[config.mk]
export PLATFORM = sky130hd
export DESIGN_NAME = control_unit
export DESIGN_NICKNAME = d
export VERILOG_FILES = /design/src/rtl/cpu_pkg.sv /design/src/rtl/control_decode.sv /design/src/rtl/control_unit.sv
export SDC_FILE = /design/constraint.sdc
export NUM_CORES = 1
export LEC_CHECK = 0
export ABC_AREA = 0
export ABC_CLOCK_PERIOD_IN_PS = 1300
export CELL_PAD_IN_SITES_DETAIL_PLACEMENT = 0
export CELL_PAD_IN_SITES_GLOBAL_PLACEMENT = 1
export CORE_ASPECT_RATIO = 1.25
export CORE_MARGIN = 5
export CORE_UTILIZATION = 36
export CTS_CLUSTER_SIZE = 28
export DETAILED_ROUTE_END_ITERATION = 8
export PLACE_DENSITY_LB_ADDON = 0.1
export RECOVER_POWER = 25
export SETUP_SLACK_MARGIN = 0.4
export SLEW_MARGIN = 25
export SYNTH_ARGS = -nofsm -noshare
export SYNTH_HDL_FRONTEND = slang
export SYNTH_HIERARCHICAL = 1
export SYNTH_SLANG_ARGS = --single-unit
[constraint.sdc]
create_clock -name clk_i -period 1.3 [get_ports clk_i]
set_input_delay 0.39 -clock clk_i [delete_from_list [all_inputs] [get_ports clk_i]]
set_output_delay 0.39 -clock clk_i [all_outputs]
set_load 0.02 [all_outputs]
[src/rtl/cpu_pkg.sv]
// Shared CPU definitions: opcode encodings, ALU-op classes and the control word
// carried through the ID/EX, EX/MEM and MEM/WB pipeline latches.
package cpu_pkg;

    localparam int OP_W    = 6;
    localparam int ALUOP_W = 2;

    localparam logic [OP_W-1:0] OP_RTYPE = 6'b000000;
    localparam logic [OP_W-1:0] OP_ADDI  = 6'b001000;
    localparam logic [OP_W-1:0] OP_ORI   = 6'b001101;
    localparam logic [OP_W-1:0] OP_LW    = 6'b100011;
    localparam logic [OP_W-1:0] OP_SW    = 6'b101011;
    localparam logic [OP_W-1:0] OP_BEQ   = 6'b000100;
    localparam logic [OP_W-1:0] OP_J     = 6'b000010;

    typedef enum logic [ALUOP_W-1:0] {
        ALUOP_ADD   = 2'b00,
        ALUOP_SUB   = 2'b01,
        ALUOP_FUNCT = 2'b10,
        ALUOP_ORI   = 2'b11
    } aluop_e;

    typedef struct packed {
        logic   reg_dst;
        logic   alu_src;
        logic   mem_to_reg;
        logic   reg_write;
        logic   mem_write;
        logic   mem_read;
        aluop_e alu_op;
        logic   branch;
        logic   jump;
    } ctrl_word_t;

    localparam ctrl_word_t CTRL_NOP = '0;

    function automatic ctrl_word_t make_ctrl(
        input logic   reg_dst,
        input logic   alu_src,
        input logic   mem_to_reg,
        input logic   reg_write,
        input logic   mem_write,
        input logic   mem_read,
        input aluop_e alu_op,
        input logic   branch,
        input logic   jump
    );
        ctrl_word_t c;
        c.reg_dst    = reg_dst;
        c.alu_src    = alu_src;
        c.mem_to_reg = mem_to_reg;
        c.reg_write  = reg_write;
        c.mem_write  = mem_write;
        c.mem_read   = mem_read;
        c.alu_op     = alu_op;
        c.branch     = branch;
        c.jump       = jump;
        return c;
    endfunction

endpackage

[src/rtl/control_decode.sv]
// Purely combinational opcode decoder: maps an opcode to its control word and
// flags anything outside the decode table as illegal.
module control_decode
    import cpu_pkg::*;
(
    input  logic [OP_W-1:0] op_i,
    output ctrl_word_t      ctrl_o,
    output logic            illegal_o
);

    always_comb begin
        ctrl_o    = CTRL_NOP;
        illegal_o = 1'b0;
        // Plain case: X/Z opcodes match no item and fall into the illegal default.
        case (op_i)
            OP_RTYPE: ctrl_o = make_ctrl(1'b1, 1'b0, 1'b0, 1'b1, 1'b0, 1'b0, ALUOP_FUNCT, 1'b0, 1'b0);
            OP_ADDI:  ctrl_o = make_ctrl(1'b0, 1'b1, 1'b0, 1'b1, 1'b0, 1'b0, ALUOP_ADD,   1'b0, 1'b0);
            OP_ORI:   ctrl_o = make_ctrl(1'b0, 1'b1, 1'b0, 1'b1, 1'b0, 1'b0, ALUOP_ORI,   1'b0, 1'b0);
            OP_LW:    ctrl_o = make_ctrl(1'b0, 1'b1, 1'b1, 1'b1, 1'b0, 1'b1, ALUOP_ADD,   1'b0, 1'b0);
            OP_SW:    ctrl_o = make_ctrl(1'b0, 1'b1, 1'b0, 1'b0, 1'b1, 1'b0, ALUOP_ADD,   1'b0, 1'b0);
            OP_BEQ:   ctrl_o = make_ctrl(1'b0, 1'b0, 1'b0, 1'b0, 1'b0, 1'b0, ALUOP_SUB,   1'b1, 1'b0);
            OP_J:     ctrl_o = make_ctrl(1'b0, 1'b0, 1'b0, 1'b0, 1'b0, 1'b0, ALUOP_ADD,   1'b0, 1'b1);
            default: begin
                ctrl_o    = CTRL_NOP;
                illegal_o = 1'b1;
            end
        endcase
    end

endmodule

[src/rtl/control_unit.sv]
// ID-stage main control: decodes the opcode and registers the control word as
// the control half of the ID/EX latch, with a bubble mux for hazard NOPs.
module control_unit
    import cpu_pkg::*;
#(
    parameter int OP_W    = cpu_pkg::OP_W,
    parameter int ALUOP_W = cpu_pkg::ALUOP_W
) (
    input  logic               clk_i,
    input  logic               rst_i,
    input  logic [OP_W-1:0]    op_i,
    input  logic               bubble_i,
    output logic               reg_dst_o,
    output logic               alu_src_o,
    output logic               mem_to_reg_o,
    output logic               reg_write_o,
    output logic               mem_write_o,
    output logic               mem_read_o,
    output logic [ALUOP_W-1:0] alu_op_o,
    output logic               branch_o,
    output logic               jump_o,
    output logic               illegal_o
);

    ctrl_word_t dec_ctrl;
    logic       dec_illegal;
    ctrl_word_t ctrl_d, ctrl_q;
    logic       illegal_d, illegal_q;

    control_decode u_decode (
        .op_i      (op_i),
        .ctrl_o    (dec_ctrl),
        .illegal_o (dec_illegal)
    );

    // A bubble overrides the decoded word, including the illegal flag.
    always_comb begin
        ctrl_d    = dec_ctrl;
        illegal_d = dec_illegal;
        if (bubble_i) begin
            ctrl_d    = CTRL_NOP;
            illegal_d = 1'b0;
        end
    end

    always_ff @(posedge clk_i or posedge rst_i) begin
        if (rst_i) begin
            ctrl_q    <= CTRL_NOP;
            illegal_q <= 1'b0;
        end else begin
            ctrl_q    <= ctrl_d;
            illegal_q <= illegal_d;
        end
    end

    assign reg_dst_o    = ctrl_q.reg_dst;
    assign alu_src_o    = ctrl_q.alu_src;
    assign mem_to_reg_o = ctrl_q.mem_to_reg;
    assign reg_write_o  = ctrl_q.reg_write;
    assign mem_write_o  = ctrl_q.mem_write;
    assign mem_read_o   = ctrl_q.mem_read;
    assign alu_op_o     = ctrl_q.alu_op;
    assign branch_o     = ctrl_q.branch;
    assign jump_o       = ctrl_q.jump;
    assign illegal_o    = illegal_q;

    a_br_jmp_excl: assert property (@(posedge clk_i) !(branch_o && jump_o));
    a_mem_rw_excl: assert property (@(posedge clk_i) !(mem_read_o && mem_write_o));
    a_illegal_nop: assert property (@(posedge clk_i) illegal_o |-> (ctrl_q == CTRL_NOP));

endmodule

### Word level (Yosys, flattened, before mapping)

Index checks and enable logic that the tools add are counted.

| operators by class | value |
|---|---|
| divide/modulo/power cells | 0 |
| equal/unequal tests | 6 |
| reductions and logical operators | 2 |
| $mul | 0 |
| $lt $le $gt $ge | 0 |
| add/sub/neg operators | 0 |
| bitwise logic cells | 0 |
| mux-type cells | 4 |
| shifts and indexed selects | 0 |

Operators by type and width:

| kind | number |
|---|---|
| $pmux 10 s7 | 1 |
| $eq 6x4->1 const B | 2 |
| $eq 6x6->1 const B | 2 |
| $mux 10 | 1 |
| $reduce_or 7->1 | 1 |
| $eq 6x2->1 const B | 1 |
| $eq 6x3->1 const B | 1 |
| $logic_not 6->1 | 1 |
| $mux 1 | 2 |

| word-level totals | value |
|---|---|
| logic and storage cells | 22 |
| bits in latches | 0 |
| memories | 0 |
| output and inout bits | 11 |
| input port bits | 9 |
| RAM bits | 0 |
| memory bits (read-only) | 0 |
| register bits after elaboration | 11 |

### Longest topological paths before layout

| depth | value |
|---|---|
| depth in word-level cells | 4 |
| depth in mapped cells | 5 |
| mapped depth without buffers | 4 |

### Modules after synthesis

The synthesis kept the hierarchy.

Modules (own cells, without submodules):

| module | cells each | area an instance (um^2) | times used | seq. area each (um^2) |
|---|---|---|---|---|
| control_unit | 24 | 396.6 | 1 | 275.3 |
| control_decode | 33 | 231.5 | 1 | 0.0 |

### Worst setup path after synthesis

OpenSTA, ideal clock, no wires.

| path | value |
|---|---|
| path type | in2reg |
| from | input port op_i[3] |
| to | register illegal_q, in the netlist illegal_o |
| stages | 5 |
| library setup time | 119 ps |
| setup slack | 55 ps |
| data arrival time | 1126 ps |
| cells stage by stage | buf_6 -> maj3_2 -> nor4_1 -> a31oi_1 -> nor2b_2 |

| between the ends | value |
|---|---|
| word-level cells in the longest chain between the ends | 4 |

RTL lines:

| item | line | source |
|---|---|---|
| start, declared | control_unit.sv:11 | `input logic [OP_W-1:0] op_i,` |
| $eq 6x4->1 (tied with other cells) | control_decode.sv:15 | `case (op_i)` |
| $reduce_or 7->1 (no line) (*) | - |  |
| $mux 1 (*) | control_decode.sv:15 |  |
| named net dec_illegal | control_unit.sv:26 | `logic dec_illegal;` |
| $mux 1 (*) | control_unit.sv:40 | `if (bubble_i) begin` |
| named net illegal_d | control_unit.sv:28 | `logic illegal_d, illegal_q;` |
| end signal, assigned | control_unit.sv:52 | `illegal_q <= illegal_d;` |
| end, declared | control_unit.sv:28 |  |

Mark *: on every way through the listed nets, which the timed path passes. The rest lies on a longest branch.

### Final worst setup path

| path | value |
|---|---|
| from | register ctrl_q (netlist bit jump_o) |
| to | output port jump_o |

RTL lines:

| item | line | source |
|---|---|---|
| start, declared | control_unit.sv:27 | `ctrl_word_t ctrl_d, ctrl_q;` |
| start signal, assigned | control_unit.sv:51 | `ctrl_q <= ctrl_d;` |
| end, declared | control_unit.sv:21 | `output logic jump_o,` |

No word-level cell between the ends.

==> results.py <==
metrics = {
    "status": {
        "status": "finished clean",
    },
    "detailed_routing": {
        "wl_mm": 1.399,
        "firstDrtPassIters": 3,
        "drtIter0Drc": 1,
        "drt-wirelength-per-cell_um": 12.27,
        "drt-vias-per-instance": 4.649,
        "drt_drc_violations_left": 0,
        "vias": 530,
        "ant_nets": 0,
    },
    "finish": {
        "post-route-util_pct": 66.16,
        "drive_gt1_share_pct": 71.58,
        "fin_cells": 114,
        "antenna_cells": 0,
        "nFillCells": 138,
        "multi_input_area_sq_um": 391.6,
        "areaGrowthSynthToFinish_pct": 81.47,
        "ff_latch_area_sq_um": 275.3,
        "final_nets": 105,
    },
    "worst_setup_path": {
        "required_ns": 0.91,
        "critPathKind": "flip-flop to output port",
        "crit_fanout": 1,
        "cpPeakStageDelay_ns": 0.38,
        "arrival_ns": 0.77,
        "crit_buf_inv": 1,
        "crit_family": "flip-flops",
        "endpoint_kind": "output port",
        "crit_slowest_cell": "dfrtp_1",
        "start_kind": "flip-flop",
        "path_cells": "buf_6",
    },
    "clock_tree": {
        "clockRootBuffer": "clkbuf_4",
        "ctsLongestPathBuffers": 2,
        "cts_sinks": 11,
        "cts_buffers": 3,
        "tritoncts": "done",
        "cts_max_level": 1,
        "hold_buffers": 0,
        "clkTransAtPathRegs_ns": 0.06,
    },
    "timing": {
        "hold_viol": 0,
        "fin_crit_sh_pct": 89.08,
        "max_freq_mhz": 863.6,
        "slew_headroom_pct": 72.89,
        "rsz0062_at_grt": "true",
        "finalCriticalPeriod_ns": 1.158,
        "slew_viol_final": 0,
        "worstMarginPinSlew_ns": 0.4063,
        "setup_viol": 0,
    },
    "synthesis": {
        "synthAdderAreaFrac_pct": 1.793,
        "avgSynthCellArea_sq_um": 11.02,
        "synth_cells": 57,
        "synth-xor-area-share_pct": 2.789,
        "yosys-top-cells-area": "dfrtp_1, nor2b_2, buf_6, nor2b_4, xnor2_1",
        "synth_nets": 66,
        "synth_compound_area_share_pct": 6.972,
        "ys_seq_area_share_pct": 43.82,
        "synth-simple-area-share_pct": 35.06,
        "synth-seq-cells": 11,
        "synth_top_family_by_area": "simple AND/OR/NAND/NOR gates",
        "syn_area_sq_um": 628.1,
        "muxShareOfSynthArea_pct": 0,
        "synth.top_cell.area_share_pct": 43.82,
        "ys.warnings.count": 6,
        "synth.distinct_cells": 28,
        "synth_largest_area_cell": "dfrtp_1",
    },
    "die": {
        "start_util_pct": 36.46,
        "die-width_um": 47.36,
        "die_h_um": 56.70,
        "io_pins": 20,
        "dieArea_sq_um": 2685,
        "fp-row-count": 17,
        "core_sq_um": 1723,
    },
    "place": {
        "post-dp-hpwl_um": 967.5,
        "gp_congestion": 0.7275,
        "numPortBuffers": 19,
        "place_inst": 105,
    },
    "grt": {
        "grt_start_max_net_pins": 12,
        "gr-total-overflow": 0,
        "grt.total_usage_pct": 11.72,
        "grt_first_pass_wirelength_mm": 2.221,
        "grt_pass1_vias": 511,
        "antenna_found_initial": 0,
    },
    "flow_run": {
        "cap_violations": 0,
    },
    "power": {
        "p_total_uw": 778.0,
        "p_leak_nw": 0.5094,
        "ir_drop_uv": 380.4,
        "p_per_area_nw_per_um2": 682.6,
    },
    "hold_path": {
        "hold_path.class": "input pin to flip-flop",
    },
}
[layer usage]
layer / up-vias / GRT usage, % / share of wire [%]
li1: 272 / - / -
met1: 241 / 11.94 / 34
met2: 15 / 20.31 / 58
met3: 2 / 0.3205 / 5.6
met4: 0 / 9.486 / 1.9
met5: - / 0 / 0
[flip-flops by register name, summed over array words and instances, names as in the netlist]
name          cells
jump_o            1
mem_read_o        1
alu_src_o         1
illegal_o         1
mem_to_reg_o      1
reg_dst_o         1
reg_write_o       1
mem_write_o       1
alu_op_o          2
branch_o          1
[tightest hold or removal path: cells and delay by family]
kind	cells	cell delay, ns
buf+inv	1	0.13
simple gates	2	0.18
[metrics by stage]
| step | setup TNS, ns | setup WS, ns | hold WS (ns) | cell area (sq um) |
|---|---|---|---|---|
| floorplan | 0 | 0.05833 | 0.2424 | 670.6 |
| global placement | -4.191 | -0.4520 | 0.6988 | 940.9 |
| detailed placement | -4.274 | -0.4748 | 0.7077 | 940.9 |
| CTS | 0 | 0.1322 | 0.4212 | 1066 |
| global route | 0 | 0.1038 | 0.4658 | 1140 |
| finish | 0 | 0.1420 | 0.4780 | 1140 |
[placed cells by master (no fill, tap or decap), types with 2 or more instances in the layout]
master / synthesis / final
nand2_2: 0 / 2
nor2b_4: 2 / 4
dfrtp_1: 11 / 11
buf_4: 1 / 11
buf_8: 0 / 5
nor2_4: 0 / 2
buf_6: 4 / 19
clkbuf_4: 0 / 3
nor2b_2: 8 / 6
[repair_timing]
item / 4_1_cts / 5_1_grt
pin swaps: 9 / 11
buffers inserted: 0 / 4
endpoints found under the setup margin: 22 / 22
resized for setup: 122 / 9
cloned: 1 / 0
[logic make-up (layout without fill, tap and decap cells)]
group                    count (synthesis)  count (layout)
AO/OA/AOI/OAI                            6               6
XOR/XNOR                                 2               2
AND/OR/NAND/NOR                         30              30
flip-flops                              11              11
buffers and inverters                    7              45
adder cells (fa/ha/maj)                  1               1
[report_power, final]
part | leakage [nW] | switching (mW) | internal, mW
clock | 0.0150 | 0.101 | 0.118
sequential | 0.151 | 0.00211 | 0.347
combinational | 0.343 | 0.0937 | 0.116
[Yosys cell counts]
library cell  instances
nor2b_2               8
a32o_1                1
o21ai_0               1
xnor2_1               2
a31o_1                1
nor3_1                1
buf_4                 1
nor4_2                1
a31oi_1               1
or2_1                 1
or3_1                 1
nor2_1                3
and2b_2               1
buf_6                 4
dfrtp_1              11
nor4b_1               1
nand3_1               3
nor3b_1               1
and4b_1               1
a21oi_2               1
nand2_1               3
a21oi_1               1
inv_1                 2
nor4_1                1
and2b_1               1
maj3_2                1
nor2_2                1
nor2b_4               2
[area by class of cell]
type / count / area share [%]
clock buffers: 4 / 2.305
inverters: 2 / 0.6586
multi-input cells: 39 / 34.36
flip-flops and latches: 11 / 24.15
well taps: 19 / 2.086
repair buffers: 39 / 36.44
[final timing paths]
kind | from | end | slack, ns | cells after the start
max | jump_o | jump_o | 0.14 | 1
min | op_i[4] | mem_write_o | 0.48 | 3
min in group asynchronous | rst_i | jump_o | 0.55 | 2
max in group asynchronous | rst_i | alu_src_o | 0.46 | 2
No activity file was read; power rests on OpenSTA's default activity.
